`src/rtl/mem_access_unit.sv`:
```
// Memory-access stage: effective-address loads/stores over a req/ack data port, write-back packet out.
// Optional MEM_TIMEOUT_EN: abort a request after TIMEOUT_CYCLES without dmem_ack (fault_code 11).
//
// state   | meaning
// IDLE    | ready for a new op; decodes, faults or passes through in one cycle
// REQ     | memory request outstanding, dmem_* held until ack (or timeout)
module mem_access_unit #(
   parameter int TIMEOUT_CYCLES = 16
) (
   input  logic        clk,
   input  logic        rst_n,
   input  logic        in_valid,
   output logic        in_ready,
   input  logic        mem_read,
   input  logic        mem_write,
   input  logic [2:0]  funct3,
   input  logic [63:0] alu_result,
   input  logic [63:0] store_data,
   input  logic [4:0]  rd_in,
   input  logic        reg_write_in,
   output logic        dmem_req,
   output logic        dmem_we,
   output logic [60:0] dmem_addr,
   output logic [63:0] dmem_wdata,
   output logic [7:0]  dmem_wstrb,
   input  logic        dmem_ack,
   input  logic [63:0] dmem_rdata,
   output logic        wb_valid,
   output logic [63:0] wb_data,
   output logic [4:0]  wb_rd,
   output logic        wb_reg_write,
   output logic        fault,
   output logic [1:0]  fault_code
);

   typedef enum logic {ST_IDLE, ST_REQ} state_t;

   state_t      state_q;
   logic        dmem_req_q, dmem_we_q;
   logic [60:0] dmem_addr_q;
   logic [63:0] dmem_wdata_q;
   logic [7:0]  dmem_wstrb_q;
   logic        wb_valid_q, wb_reg_write_q, fault_q;
   logic [63:0] wb_data_q;
   logic [4:0]  wb_rd_q;
   logic [1:0]  fault_code_q;
   logic [2:0]  lane_q;
   logic [1:0]  size_q;
   logic        unsigned_q, is_load_q, reg_write_q;

   logic        illegal_d, misalign_d;
   logic [7:0]  mask_d, wstrb_d;
   logic [63:0] wdata_d, lane_data, ld_data_d;

`ifdef MEM_TIMEOUT_EN
   localparam int TMR_W = (TIMEOUT_CYCLES > 1) ? $clog2(TIMEOUT_CYCLES) : 1;
   logic [TMR_W-1:0] tmr_q;
`endif

   always_comb begin
      illegal_d = (mem_read && mem_write) || (mem_read && funct3 == 3'b111)
                  || (mem_write && funct3[2]);
      misalign_d = 1'b0;
      mask_d     = 8'h01;
      unique case (funct3[1:0])
         2'b00: begin misalign_d = 1'b0;               mask_d = 8'h01; end
         2'b01: begin misalign_d = alu_result[0];      mask_d = 8'h03; end
         2'b10: begin misalign_d = |alu_result[1:0];   mask_d = 8'h0F; end
         default: begin misalign_d = |alu_result[2:0]; mask_d = 8'hFF; end
      endcase
      wstrb_d = mem_write ? (mask_d << alu_result[2:0]) : 8'h00;
      wdata_d = mem_write ? (store_data << {alu_result[2:0], 3'b000}) : 64'd0;
   end

   always_comb begin
      lane_data = dmem_rdata >> {lane_q, 3'b000};
      ld_data_d = lane_data;
      unique case (size_q)
         2'b00: ld_data_d = unsigned_q ? {56'd0, lane_data[7:0]}
                                       : {{56{lane_data[7]}}, lane_data[7:0]};
         2'b01: ld_data_d = unsigned_q ? {48'd0, lane_data[15:0]}
                                       : {{48{lane_data[15]}}, lane_data[15:0]};
         2'b10: ld_data_d = unsigned_q ? {32'd0, lane_data[31:0]}
                                       : {{32{lane_data[31]}}, lane_data[31:0]};
         default: ld_data_d = lane_data;
      endcase
   end

   always_ff @(posedge clk or negedge rst_n) begin
      if (!rst_n) begin
         state_q        <= ST_IDLE;
         dmem_req_q     <= 1'b0;
         dmem_we_q      <= 1'b0;
         dmem_addr_q    <= '0;
         dmem_wdata_q   <= '0;
         dmem_wstrb_q   <= '0;
         wb_valid_q     <= 1'b0;
         wb_data_q      <= '0;
         wb_rd_q        <= '0;
         wb_reg_write_q <= 1'b0;
         fault_q        <= 1'b0;
         fault_code_q   <= 2'b00;
         lane_q         <= '0;
         size_q         <= '0;
         unsigned_q     <= 1'b0;
         is_load_q      <= 1'b0;
         reg_write_q    <= 1'b0;
`ifdef MEM_TIMEOUT_EN
         tmr_q          <= '0;
`endif
      end else begin
         wb_valid_q <= 1'b0;
         fault_q    <= 1'b0;
         unique case (state_q)
            ST_IDLE: begin
               if (in_valid) begin
                  wb_rd_q <= rd_in;
                  if ((mem_read || mem_write) && (illegal_d || misalign_d)) begin
                     wb_valid_q     <= 1'b1;
                     fault_q        <= 1'b1;
                     fault_code_q   <= illegal_d ? 2'b10 : 2'b01;
                     wb_reg_write_q <= 1'b0;
                  end else if (!mem_read && !mem_write) begin
                     wb_valid_q     <= 1'b1;
                     wb_data_q      <= alu_result;
                     wb_reg_write_q <= reg_write_in;
                     fault_code_q   <= 2'b00;
                  end else begin
                     state_q      <= ST_REQ;
                     dmem_req_q   <= 1'b1;
                     dmem_we_q    <= mem_write;
                     dmem_addr_q  <= alu_result[63:3];
                     dmem_wstrb_q <= wstrb_d;
                     dmem_wdata_q <= wdata_d;
                     lane_q       <= alu_result[2:0];
                     size_q       <= funct3[1:0];
                     unsigned_q   <= funct3[2];
                     is_load_q    <= mem_read;
                     reg_write_q  <= reg_write_in;
`ifdef MEM_TIMEOUT_EN
                     tmr_q        <= TMR_W'(TIMEOUT_CYCLES - 1);
`endif
                  end
               end
            end
            ST_REQ: begin
               if (dmem_ack) begin
                  state_q        <= ST_IDLE;
                  dmem_req_q     <= 1'b0;
                  dmem_we_q      <= 1'b0;
                  wb_valid_q     <= 1'b1;
                  wb_data_q      <= is_load_q ? ld_data_d : 64'd0;
                  wb_reg_write_q <= is_load_q && reg_write_q;
                  fault_code_q   <= 2'b00;
`ifdef MEM_TIMEOUT_EN
               end else if (tmr_q == '0) begin
                  // terminal count reached: abandon the access, late acks fall into IDLE and are ignored
                  state_q        <= ST_IDLE;
                  dmem_req_q     <= 1'b0;
                  dmem_we_q      <= 1'b0;
                  wb_valid_q     <= 1'b1;
                  fault_q        <= 1'b1;
                  fault_code_q   <= 2'b11;
                  wb_reg_write_q <= 1'b0;
               end else begin
                  tmr_q <= tmr_q - 1'b1;
`endif
               end
            end
            default: state_q <= ST_IDLE;
         endcase
      end
   end

   assign in_ready     = (state_q == ST_IDLE);
   assign dmem_req     = dmem_req_q;
   assign dmem_we      = dmem_we_q;
   assign dmem_addr    = dmem_addr_q;
   assign dmem_wdata   = dmem_wdata_q;
   assign dmem_wstrb   = dmem_wstrb_q;
   assign wb_valid     = wb_valid_q;
   assign wb_data      = wb_data_q;
   assign wb_rd        = wb_rd_q;
   assign wb_reg_write = wb_reg_write_q;
   assign fault        = fault_q;
   assign fault_code   = fault_code_q;

endmodule

```
`config.mk`:
```
export PLATFORM = sky130hd
export DESIGN_NAME = mem_access_unit
export DESIGN_NICKNAME = d
export VERILOG_FILES = /design/src/rtl/mem_access_unit.sv
export SDC_FILE = /design/constraint.sdc
export NUM_CORES = 1
export LEC_CHECK = 0
export CAP_MARGIN = 20
export CORE_MARGIN = 4
export CORE_UTILIZATION = 50
export DETAILED_ROUTE_END_ITERATION = 8
export MAX_ROUTING_LAYER = met4
export PLACE_DENSITY = 0.94
export SLEW_MARGIN = 10
export SYNTH_ARGS = -nofsm -noshare
export SYNTH_HDL_FRONTEND = slang
export SYNTH_SLANG_ARGS = --single-unit
```
`constraint.sdc`:
```
create_clock -name clk -period 3.7 [get_ports clk]
set_clock_uncertainty 0.1 [all_clocks]
set_input_delay 0.74 -clock clk [delete_from_list [all_inputs] [get_ports clk]]
set_output_delay 0.74 -clock clk [all_outputs]
set_load 0.005 [all_outputs]
```
==> impl_metrics.py, run 1 <==
metrics = {
    "timing": {
        "setup_viol": 0,
        "fmax_ghz": 0.314,
        "finalSetupTns_ns": 0,
        "setup_slack_ns": 0.518,
        "rsz0062_at_grt": "no",
        "whs_ns": 0.112,
        "relSlewSlack_pct": 38.8,
        "finalCritPeriodShare_pct": 86.0,
        "hold_viol_final": 0,
        "fin_crit_ns": 3.18,
        "worst_pin_slew_ns": 0.914,
        "drv_slew": 0,
    },
    "setup_path": {
        "crit_arrival_ns": 2.34,
        "path_buf_inv": 2,
        "reg2reg_from": "lane_q[2]$_DFFE_PN0P_",
        "critical_path_required_ns": 2.86,
        "cp_num_cells": 2,
        "end_kind": "output port",
        "path_delay_family": "buffers and inverters",
        "timing.rr.end": "wb_data[25]$_DFFE_PN0P_",
        "startpoint_type": "register",
        "path_cells": "clkinv_1 > clkdlybuf4s50_1",
        "crit_fanout": 32,
        "reg2reg_depth": 5,
        "critPathCapture": "in_ready",
        "cpPeakStageDelay_ns": 0.78,
        "startpoint": "state_q$_DFF_PN0_",
        "crit_type": "reg2out",
        "cpMaxStageDelayCell": "dfrtp_2",
        "worst-r2r-setup-slack_ns": 0.77,
    },
    "synthesis": {
        "synth-edff-count": 0,
        "synth_top_area_share_pct": 44.1,
        "synth_flop_cell": "dfrtp_1",
        "syn_nets": 1567,
        "synth_warnings": 0,
        "synth_area_leader_cell": "dfrtp_1",
        "synthTopCellsByArea": "dfrtp_1 (44%), nand2_1 (11%), mux2i_1 (5.8%)",
        "synth_seq_cells": 218,
        "synth_cell_types": 57,
        "syn_area_sq_mm": 0.0124,
        "seq_area_frac_synth_pct": 44.1,
        "syn-instance-count": 1360,
        "avgSynthCellArea_sq_um": 9.11,
        "ys_async_sr_fraction_pct": 100,
    },
    "route": {
        "drt-initial-drc-count": 1690,
        "vias": 12800,
        "wl_per_cell_microns": 23.8,
        "drc": 0,
        "routed_wl_microns": 48900,
        "dr.pass1.iters": 8,
        "antenna_left": 0,
        "viasPerCell": 6.23,
    },
    "clock_network": {
        "clock_latency_ns": 0.52,
        "cts_resized": 0,
        "cts_root_buf": "clkbuf_16",
        "cts_tree": "done",
        "postCtsSetupBuffers": 0,
        "htree_levels": 1,
        "clock_path_buffers": 3,
        "clk_pin_slew_ns": 0.06,
        "cts.sinks": 218,
        "cts_hold_buffers": 0,
        "cts_inserted_buffers": 24,
    },
    "final_layout": {
        "final_cell_mix": "clkdlybuf4s50_1 (413), nand2_1 (361), dfrtp_1 (216)",
        "final_common_cell": "clkdlybuf4s50_1",
        "final_cell_area_sq_mm": 0.0176,
        "drive_above_1_share_pct": 9.95,
        "fill_cells": 1684,
        "syn_to_final_growth_pct": 42.3,
        "final_nets": 1920,
    },
    "die": {
        "die-area_sq_mm": 0.0273,
        "die_x_microns": 165,
        "core_sq_mm": 0.0243,
        "start_util_pct": 50.9,
        "pin_count": 417,
        "die_h_microns": 165,
        "rows": 57,
    },
    "placement": {
        "portBuffers": 416,
        "post-place-ws_ns": 0.282,
        "dp_hpwl_microns": 36600,
        "gp_congestion": 1.01,
        "place_area_sq_mm": 0.0168,
    },
    "power": {
        "p_per_area_mw_per_mm2": 552,
        "p_leak_nw": 7.58,
        "finalPower_mw": 9.73,
        "irDropWorstVdd_mv": 0.368,
    },
    "grt": {
        "grt_max_degree": 95,
        "antenna_found_initial": 3,
        "track_usage_pct": 35.7,
        "first_global_vias": 12800,
        "grt.overflow.total": 0,
        "grt_pass1_wl_microns": 73700,
    },
    "worst_hold_path": {
        "hold_class": "in2async",
    },
    "run_status": {
        "status": "finished, final reports clean",
    },
    "flow_run": {
        "maxCapViolCount": 0,
    },
}
[Yosys cell counts (7+ instances only)]
cell type    n
nor2b_1     16
o21a_1      11
a22o_1       9
a32oi_1      8
o21ai_0     67
o21ai_2     30
dfrtp_1    218
o22ai_1     13
a211oi_1    15
inv_1        8
mux2_2      30
o221ai_1     8
mux2i_1     72
nand2b_1     9
buf_1       12
nand3_1      9
clkbuf_1    76
nor3b_1     57
a21oi_1    112
buf_2       24
o2111ai_1    8
nor2_1      59
mux4_2      29
a221oi_1    11
o211a_1      7
o211ai_1     8
a2bb2oi_1    8
nand2_1    361
o31ai_1     19
[stage by stage]
step,instances,utilization [%]
after floorplan,1360,-
after global placement,2011,69.0
after detailed placement,2011,69.0
after CTS,2053,72.4
after global routing,2056,72.4
final,2057,72.5
[flip-flops by register name, indices dropped and copies added, names as in the netlist, 2 cells and up]
register    count
dmem_wdata     64
wb_data        64
dmem_addr      61
dmem_wstrb      8
wb_rd           5
lane_q          3
fault_code      2
size_q          2
[worst reg2reg max path: stages (launching register included)]
cell and delay, ns:
dfrtp_1 0.88, nor2b_1 0.29, a222oi_1 0.64, a32o_2 0.33, nand2_1 0.37, o211ai_1 0.24
[routing by layer]
layer	wire length [microns]	track usage, %
met1	17500	42.9
met2	22200	55.3
met3	5880	9.51
met4	3350	18.7
met5	0	-
[cell families after synthesis]
kind of cell	share of synthesized area [%]
AOI/OAI and AO/OA	19.2
buffers and inverters	4.43
DFF	44.1
muxes	13.8
and+or+nand+nor	18.5
[layout make-up]
| class | count | area, sq um | area share, % |
|---|---|---|---|
| Timing Repair Buffer | 445 | 4480 | 25.4 |
| Clock buffer | 37 | 771 | 4.37 |
| Tap cell | 324 | 405 | 2.30 |
| Inverter | 10 | 37.5 | 0.213 |
| Multi-Input combinational cell | 1014 | 6400 | 36.3 |
| Sequential cell | 218 | 5460 | 31.0 |
| Antenna cell | 4 | 10.0 | 0.0568 |
| Clock inverter | 5 | 56.3 | 0.320 |
[where the power goes]
part / leakage (nW) / switching (mW) / total [mW] / internal (mW)
sequential: 2.78 / 0.471 / 3.46 / 2.99
clock: 0.409 / 0.997 / 2.49 / 1.50
combinational: 4.39 / 1.77 / 3.78 / 2.02
total: 7.58 / 3.23 / 9.73 / 6.50
[how the worst min path moves through the flow]
| stage | depth (start not counted) | slack (ns) | end | from |
|---|---|---|---|---|
| 6_report | 1 | 0.11 | wb_data[16]$_DFFE_PN0P_ | rst_n |
| 5_1_grt | 1 | 0.18 | dmem_addr[11]$_DFFE_PN0P_ | rst_n |
| 4_1_cts | 1 | 0.18 | wb_data[16]$_DFFE_PN0P_ | rst_n |
| 3_5_place_dp | 2 | 0.36 | dmem_addr[37]$_DFFE_PN0P_ | dmem_addr[37]$_DFFE_PN0P_ |
| 3_3_place_gp | 2 | 0.35 | dmem_wdata[24]$_DFFE_PN0P_ | dmem_wdata[24]$_DFFE_PN0P_ |
| 2_1_floorplan | 0 | 0.34 | dmem_addr[0]$_DFFE_PN0P_ | rst_n |
Power figures use the tool's default switching activity.
==> inputs of run 2 (changes only) <==
- CORE_AREA: default -> 4 4 158 160
- CORE_MARGIN: 4 -> default
- CORE_UTILIZATION: 50 -> default
- DIE_AREA: default -> 0 0 162 164
- DONT_BUFFER_PORTS: default -> 1
- GPL_ROUTABILITY_DRIVEN: default -> 0
- PLACE_DENSITY: 0.94 -> 0.75
==> run 2 against run 1 <==
The flow now finishes with violations (hold timing). Critical path depth rose by 4. Hold slack got worse by 0.29 ns. Sequential share of layout area rose by 9.7 points. Core utilization fell by 15 points. Critical endpoint is now wb_data[25]$_DFFE_PN0P_. Largest cell class unchanged. Largest power group is now registers.
==> impl_metrics.py, run 2 (synthesized netlist as in run 1, its figures left out) <==
metrics = {
    "route": {
        "dr.pass1.iters": 5,
        "viasPerCell": 6.57,
        "antenna_left": 0,
        "routed_wl_microns": 42500,
        "wl_per_cell_microns": 26.1,
        "vias": 10700,
        "drt-initial-drc-count": 1122,
        "drc": 0,
    },
    "setup_path": {
        "end_kind": "register",
        "crit_fanout": 40,
        "timing.rr.end": "wb_data[25]$_DFFE_PN0P_",
        "reg2reg_depth": 6,
        "crit_arrival_ns": 3.22,
        "reg2reg_from": "lane_q[1]$_DFFE_PN0P_",
        "critical_path_required_ns": 4.03,
        "crit_type": "reg2reg",
        "worst-r2r-setup-slack_ns": 0.80,
        "startpoint_type": "register",
        "cpPeakStageDelay_ns": 0.59,
        "path_cells": "buf_4 > nor2_1 > a222oi_1 > a32o_2 > nand2_1 > o211ai_1",
        "cpMaxStageDelayCell": "a222oi_1",
    },
    "placement": {
        "post-place-ws_ns": 0.886,
        "place_area_sq_mm": 0.0125,
        "portBuffers": 0,
        "placedCellCount": 1581,
        "dp_hpwl_microns": 30900,
    },
    "timing": {
        "rsz0062_at_grt": "no",
        "drv_slew": 0,
        "setup_viol": 0,
        "relSlewSlack_pct": 41.2,
        "setup_slack_ns": 0.805,
        "finalCritPeriodShare_pct": 78.3,
        "fmax_ghz": 0.345,
        "whs_ns": -0.180,
        "hold_viol_final": 218,
        "finalSetupTns_ns": 0,
        "fin_crit_ns": 2.90,
        "worst_pin_slew_ns": 0.882,
    },
    "power": {
        "switching_share_pct": 33.6,
        "internal_power_mw": 5.57,
        "seqPwrFrac_pct": 43.7,
        "irDropWorstVdd_mv": 0.329,
        "finalPower_mw": 8.39,
        "p_per_area_mw_per_mm2": 625,
        "p_sw_mw": 2.82,
        "combPwrFrac_pct": 24.0,
        "p_leak_nw": 5.97,
        "clkPwrFrac_pct": 32.3,
    },
    "final_layout": {
        "final_common_cell": "nand2_1",
        "drive_above_1_share_pct": 12.4,
        "fin_util_pct": 57.3,
        "final_cell_area_sq_mm": 0.0134,
        "syn_to_final_growth_pct": 8.38,
        "final_cells": 1625,
        "final_cell_mix": "nand2_1 (361), dfrtp_1 (216), a21oi_1 (112)",
        "final_nets": 1495,
    },
    "flow_run": {
        "maxCapViolCount": 0,
    },
    "die": {
        "die_h_microns": 164,
        "pin_count": 417,
        "core_sq_mm": 0.0234,
        "die-area_sq_mm": 0.0266,
        "die_x_microns": 162,
        "start_util_pct": 52.9,
        "rows": 56,
    },
    "grt": {
        "track_usage_pct": 31.4,
        "first_global_vias": 10300,
        "grt_max_degree": 219,
        "grt.overflow.total": 0,
        "antenna_found_initial": 2,
        "grt_pass1_wl_microns": 63200,
    },
    "clock_network": {
        "cts_tree": "done",
        "htree_levels": 1,
        "clock_latency_ns": 0.52,
        "cts_inserted_buffers": 24,
        "clock_path_buffers": 3,
        "cts.sinks": 218,
        "clk_pin_slew_ns": 0.06,
        "cts_resized": 0,
        "postCtsSetupBuffers": 0,
        "cts_root_buf": "clkbuf_16",
    },
    "worst_hold_path": {
        "hold_class": "in2async",
    },
    "run_status": {
        "status": "finished with violations",
        "violations": "hold timing",
    },
}
[run 2: cell types whose count changed in the layout (fill, tap and decap cells not counted), sizes merged]
cell	change
clkinv	+1
clkdlybuf4s50	-413
bufinv	+4
diode	-2
clkbuf	-5
buf	-12
[run 2: power groups by stage]
| stage | logic, mW | clock network [mW] | registers [mW] |
|---|---|---|---|
| after floorplan | 1.67 | 0 | 3.38 |
| after global placement | 1.91 | 0 | 3.69 |
| after detailed placement | 1.98 | 0 | 3.69 |
| after CTS | 1.99 | 2.75 | 3.66 |
| after global routing | 2.22 | 2.84 | 3.72 |
| final | 2.02 | 2.71 | 3.67 |
[run 2: critical path, delay by kind of cell, from the launching register on]
kind / cells / cell delay [ns]
buf+inv: 1 / 0.49
simple gates: 2 / 0.54
flops: 1 / 0.52
compound gates: 3 / 1.16
[run 2: cell type report]
cell class | instances | area [sq um]
fillers | 2073 | 9980
multi-input cells | 1014 | 6400
flip-flops and latches | 218 | 5460
clock buffers | 32 | 722
well taps | 319 | 399
repair buffers | 20 | 213
clock inverters | 10 | 181
inverters | 10 | 37.5
diodes | 2 | 5.00
[run 2: how the worst max path moves through the flow]
| stage | start | endpoint | slack [ns] | cells past startpoint |
|---|---|---|---|---|
| detailed placement | dmem_rdata[55] | wb_data[63]$_DFFE_PN0P_ | 0.89 | 6 |
| global route | state_q$_DFF_PN0_ | in_ready | 0.65 | 2 |
| CTS | state_q$_DFF_PN0_ | in_ready | 0.80 | 2 |
| floorplan | funct3[1] | dmem_wdata[21]$_DFFE_PN0P_ | 1.27 | 8 |
| finish | lane_q[1]$_DFFE_PN0P_ | wb_data[25]$_DFFE_PN0P_ | 0.80 | 6 |
| global placement | dmem_rdata[39] | wb_data[63]$_DFFE_PN0P_ | 0.94 | 6 |
[run 2: per-layer routing]
metal | vias to the layer above | track usage, % | wire [microns]
met2 | 709 | 47.9 | 19300
met4 | 0 | 9.46 | 1580
met3 | 106 | 11.6 | 5830
met5 | - | - | 0
li1 | 4680 | - | -
met1 | 5175 | 39.5 | 15700
